--- src/rtl/fifo_pkg.sv ---
// Shared constants and types for the 16-entry FIFO controller.
// Used by fifo_ctrl16 and its pointer sub-module.
package fifo_pkg;

    localparam int DEPTH = 16;
    localparam int AW    = 4;
    localparam int DW    = 8;
    localparam int CW    = AW + 1;

    // Which memory operation the controller issues this cycle.
    typedef enum logic [1:0] {
        REQ_IDLE = 2'd0,
        REQ_PUSH = 2'd1,
        REQ_POP  = 2'd2
    } req_e;

    typedef struct packed {
        logic full;
        logic empty;
        logic almost_full;
        logic almost_empty;
    } flags_t;

    // Occupancy flags decoded purely from the registered count.
    function automatic flags_t decode_flags(
        input logic [CW-1:0] count,
        input int            af_level,
        input int            ae_level
    );
        flags_t f;
        f.full         = (int'(count) == DEPTH);
        f.empty        = (count == '0);
        f.almost_full  = (int'(count) >= af_level);
        f.almost_empty = (int'(count) <= ae_level);
        return f;
    endfunction

endpackage

--- src/rtl/fifo_ctrl16_wrap_ptr4.sv ---
// 4-bit wrapping pointer with increment enable.
// Wraps 15 -> 0 naturally through the 4-bit add.
module wrap_ptr4
    import fifo_pkg::*;
(
    input  logic          CLK,
    input  logic          RST,
    input  logic          inc,
    output logic [AW-1:0] ptr
);

    // Advance on enable; async clear.
    always_ff @(posedge CLK or posedge RST) begin
        if (RST) begin
            ptr <= '0;
        end else if (inc) begin
            ptr <= ptr + AW'(1);
        end
    end

endmodule

--- src/rtl/fifo_ctrl16.sv ---
// Controller for a 16x8 FIFO built on an external single-port
// synchronous memory; writes win over reads in a shared cycle.
module fifo_ctrl16
    import fifo_pkg::*;
#(
    parameter int AF_LEVEL = 14,
    parameter int AE_LEVEL = 2
) (
    input  logic          CLK,
    input  logic          RST,
    input  logic          PUSH,
    input  logic [DW-1:0] PUSH_DATA,
    input  logic          POP,
    output logic          POP_READY,
    output logic          POP_VALID,
    output logic [DW-1:0] POP_DATA,
    output logic          FULL,
    output logic          EMPTY,
    output logic          ALMOST_FULL,
    output logic          ALMOST_EMPTY,
    output logic [CW-1:0] COUNT,
    output logic          OVF,
    output logic          UDF,
    output logic          MEM_WR,
    output logic [AW-1:0] MEM_ADDR,
    output logic [DW-1:0] MEM_DIN,
    input  logic [DW-1:0] MEM_DOUT
);

    logic [AW-1:0] wptr;
    logic [AW-1:0] rptr;
    logic [CW-1:0] count;
    logic          pop_valid;
    logic          ovf;
    logic          udf;
    flags_t        flags;
    req_e          req;
    logic          push_ok;
    logic          pop_ok;

    assign flags = decode_flags(count, AF_LEVEL, AE_LEVEL);

    // Arbitrate the single memory port: push first, then pop.
    always_comb begin
        req     = REQ_IDLE;
        push_ok = 1'b0;
        pop_ok  = 1'b0;
        if (!RST) begin
            if (PUSH && !flags.full) begin
                req     = REQ_PUSH;
                push_ok = 1'b1;
            end else if (POP && !flags.empty) begin
                req    = REQ_POP;
                pop_ok = 1'b1;
            end
        end
    end

    wrap_ptr4 u_wptr (
        .CLK (CLK),
        .RST (RST),
        .inc (push_ok),
        .ptr (wptr)
    );

    wrap_ptr4 u_rptr (
        .CLK (CLK),
        .RST (RST),
        .inc (pop_ok),
        .ptr (rptr)
    );

    // Occupancy moves by at most one per cycle.
    always_ff @(posedge CLK or posedge RST) begin
        if (RST) begin
            count <= '0;
        end else begin
            unique case (req)
                REQ_PUSH: count <= count + CW'(1);
                REQ_POP:  count <= count - CW'(1);
                default:  count <= count;
            endcase
        end
    end

    // Read data arrives one cycle after the accepted pop.
    always_ff @(posedge CLK or posedge RST) begin
        if (RST) begin
            pop_valid <= 1'b0;
        end else begin
            pop_valid <= pop_ok;
        end
    end

    // Sticky error flags; the rejected request is otherwise ignored.
    always_ff @(posedge CLK or posedge RST) begin
        if (RST) begin
            ovf <= 1'b0;
            udf <= 1'b0;
        end else begin
            if (PUSH && flags.full) begin
                ovf <= 1'b1;
            end
            if (POP && flags.empty) begin
                udf <= 1'b1;
            end
        end
    end

    // Memory port: write address on a push, read pointer otherwise.
    always_comb begin
        MEM_WR   = 1'b0;
        MEM_ADDR = rptr;
        MEM_DIN  = PUSH_DATA;
        unique case (req)
            REQ_PUSH: begin
                MEM_WR   = 1'b1;
                MEM_ADDR = wptr;
            end
            default: begin
                MEM_WR   = 1'b0;
                MEM_ADDR = rptr;
            end
        endcase
    end

    assign POP_READY    = pop_ok;
    assign POP_VALID    = pop_valid;
    assign POP_DATA     = MEM_DOUT;
    assign COUNT        = count;
    assign FULL         = flags.full;
    assign EMPTY        = flags.empty;
    assign ALMOST_FULL  = flags.almost_full;
    assign ALMOST_EMPTY = flags.almost_empty;
    assign OVF          = ovf;
    assign UDF          = udf;

endmodule

--- config.mk ---
export PLATFORM = sky130hd
export DESIGN_NAME = fifo_ctrl16
export DESIGN_NICKNAME = d
export VERILOG_FILES = /design/src/rtl/fifo_pkg.sv /design/src/rtl/fifo_ctrl16_wrap_ptr4.sv /design/src/rtl/fifo_ctrl16.sv
export SDC_FILE = /design/constraint.sdc
export NUM_CORES = 1
export LEC_CHECK = 0
export ABC_AREA = 1
export CAP_MARGIN = 20
export CORE_MARGIN = 3
export CORE_UTILIZATION = 36
export CTS_CLUSTER_DIAMETER = 150
export DETAILED_ROUTE_END_ITERATION = 7
export PLACE_DENSITY = 0.79
export SETUP_SLACK_MARGIN = 0.02
export SYNTH_ARGS = -nofsm -noshare
export SYNTH_HDL_FRONTEND = slang
export SYNTH_SLANG_ARGS = --single-unit
--- constraint.sdc ---
create_clock -name CLK -period 2.2 [get_ports CLK]
set_input_delay 0.33 -clock CLK [delete_from_list [all_inputs] [get_ports CLK]]
set_output_delay 0.33 -clock CLK [all_outputs]
set_load 0.01 [all_outputs]
==> results.cfg <==
[global_routing]
grt_pass1_wl_um = 3830
grt_pass1_vias = 902
antenna_found_initial = 0
grt_use_total = 0.137
gr-total-overflow = 0
grt_max_degree = 17

[clocking]
clock-root-buffer = clkbuf_4
clkSinkCount = 16
cts_tree = yes
cts.reportedPaths.clkPinSlew_ns = 0.09
clk_latency_ns = 0.28
h-tree-depth = 1
cts-buffers-inserted = 3
cts_buffer_depth = 2

[timing]
tightest_slew_ns = 0.330
hold_viol = 0
finalCritPeriodShare = 0.943
layout_setup_ws_ns = 0.125
max_freq_ghz = 0.482
maxSlewHeadroom = 0.780
fin_crit_ns = 2.07
fin_skew_ns = 0.00181
rsz0062_at_grt = true
setup_viol = 0
slew_viol_final = 0

[finish]
fill_cells = 279
num-nets-final = 170
design_area_mm2 = 0.00136
diodes = 0
area_growth_pct = 23.6
final_common_cell = nand2_1
layout_common_cells = nand2_1 (19), inv_1 (14), clkdlybuf4s50_1 (14)
drive_above_1_share = 0.317

[yosys]
synth_compound_area_frac = 0.0873
synth_top_cell_by_area = dfrtp_1
synth_seq_area_share = 0.363
ys_warn_count = 0
yosys.area_share.simple = 0.227
syn_nets = 148
synthDistinctLibCells = 28
syn-mean-instance-area_um2 = 9.05
synthXorXnorAreaFrac = 0.0556
synth_top_family_by_area = simple AND/OR/NAND/NOR gates
synthTopCellsByArea = dfrtp_1 (36%), buf_4 (11%), nand2_1 (6.5%)
syn_inst = 122
syn_area_mm2 = 0.00110
synth-seq-cells = 16
synthMuxAreaShare = 0
synthAdderAreaFrac = 0.0748
yosysTopAreaCellShare = 0.363

[setup_path]
crit_path_max_fanout = 4
cp-end-kind = register
worstSetupPathType = reg2reg
worst_setup_path_start_kind = register
crit_path_frequent_cell = nand2_1
worst_ep_arrival_time_ns = 2.25
critPathMaxStageDelay_ns = 0.43
path_cells = nor2_4 > nand3_2 > nand2_2 > inv_2 > nand2_4 > inv_1 > fa_1 > nand2_1 > nand2_1 > a21oi_2 > inv_1 > nand2_1 > nand2_1 > nand2_1 > nand2_1
cpMaxStageDelayCell = dfrtp_1
critPathRequiredTime_ns = 2.38

[placed_design]
dp_slack_ns = -0.0877
io_buffers = 21
placed_cell_area_mm2 = 0.00128
gp_congestion = 0.805
dpl.hpwl_um = 1780

[power_and_ir_drop]
power_leakage_nw = 0.733
power.density_mw_per_mm2 = 1310
peakVddDrop_mv = 0.565
total_power_mw = 1.78

[run_status]
status = completed

[die]
dieWidth_um = 61.4
placeableCoreArea_mm2 = 0.00283
rows = 19
initial_core_util = 0.390
die_h_um = 61.4
die-area_mm2 = 0.00377
ios = 54

[route]
ant_nets = 0
drc = 0
vias_per_cell = 4.75
vias = 821
drt_iter0_markers = 17
drt_wl_total_um = 2240
drtPass1Iterations = 4
post_drt_wl_per_cell_um = 12.9

[job]
cap_violations = 0

[min_path]
hp-class = reg2reg
-- stage by stage --
step | hold slack, ns | util | instances | setup TNS (ns)
2_1_floorplan | 0.274 | - | 122 | 0
3_3_place_gp | 0.444 | 0.452 | 166 | 0
3_5_place_dp | 0.443 | 0.452 | 166 | -0.153
4_1_cts | 0.465 | 0.474 | 172 | 0
5_1_grt | 0.465 | 0.482 | 173 | -0.0202
6_report | 0.459 | 0.482 | 173 | 0
-- final cells by class --
class                      count  area, um^2  area share
clock buffer                   3        22.5      0.0165
tap                           31        38.8      0.0284
inverter                      18        72.6      0.0532
multi-input combinational     71         508       0.372
sequential                    16         404       0.296
timing repair buffer          34         318       0.233
-- final timing paths --
path	startpoint	end	slack (ns)	cells past startpoint
setup / recovery	COUNT[3]$_DFFE_PP0P_	COUNT[4]$_DFFE_PP0P_	0.13	15
hold / removal	OVF$_DFFE_PP0P_	OVF$_DFFE_PP0P_	0.46	1
setup reg to reg	COUNT[3]$_DFFE_PP0P_	COUNT[4]$_DFFE_PP0P_	0.13	15
hold reg to reg	OVF$_DFFE_PP0P_	OVF$_DFFE_PP0P_	0.46	1
max in group asynchronous	RST	COUNT[2]$_DFFE_PP0P_	1.53	3
min in group asynchronous	RST	OVF$_DFFE_PP0P_	0.47	3
-- Yosys cell counts (all sizes together) --
library cell / n
fa: 1
dfrtp: 16
nand3: 10
or2: 1
o21ai: 9
a21oi: 1
buf: 17
xnor2: 3
nand2: 30
o21bai: 1
ha: 5
a2111oi: 1
xor2: 4
o31ai: 1
inv: 18
nor2: 3
a21o: 1
-- kinds of logic after synthesis --
family,count (synthesis)
xor gates and xnor gates,7
adders and majority gates,6
buffers and inverters,35
AOI/OAI and AO/OA,14
and+or+nand+nor,44
DFF,16
-- what timing repair did --
action,in CTS,in global routing
setup buffers,3,1
hold buffers,0,0
endpoints found under the setup margin,6,7
resized for setup,8,7
pin swaps,2,1
-- report_power, final --
group / switching, mW / internal (mW) / total (mW) / leakage (nW)
clock network: 0.0890 / 0.0636 / 0.153 / 0.0138
registers: 0.139 / 0.436 / 0.574 / 0.189
logic: 0.514 / 0.543 / 1.06 / 0.530
-- per-layer routing --
layer  vias to the layer above  share of wire  track usage
met1                       369           0.42        0.163
li1                        409              -            -
met3                         9          0.072       0.0314
met5                         -              0            0
met4                         0          0.030       0.0848
met2                        34           0.48        0.222
-- state kept, by name, indices dropped and copies added (netlist names) --
signal	count
OVF	1
COUNT	5
UDF	1
u_rptr.ptr	4
POP_VALID	1
u_wptr.ptr	4
-- critical path, delay by kind of cell (launching register included) --
family | cells | cell delay (ns)
AND/OR/NAND/NOR | 10 | 0.80
buffers and inverters | 3 | 0.18
adder cells (fa/ha/maj) | 1 | 0.39
AO/OA/AOI/OAI | 1 | 0.16
flip-flops | 1 | 0.43
(Power assumes the default switching activity.)
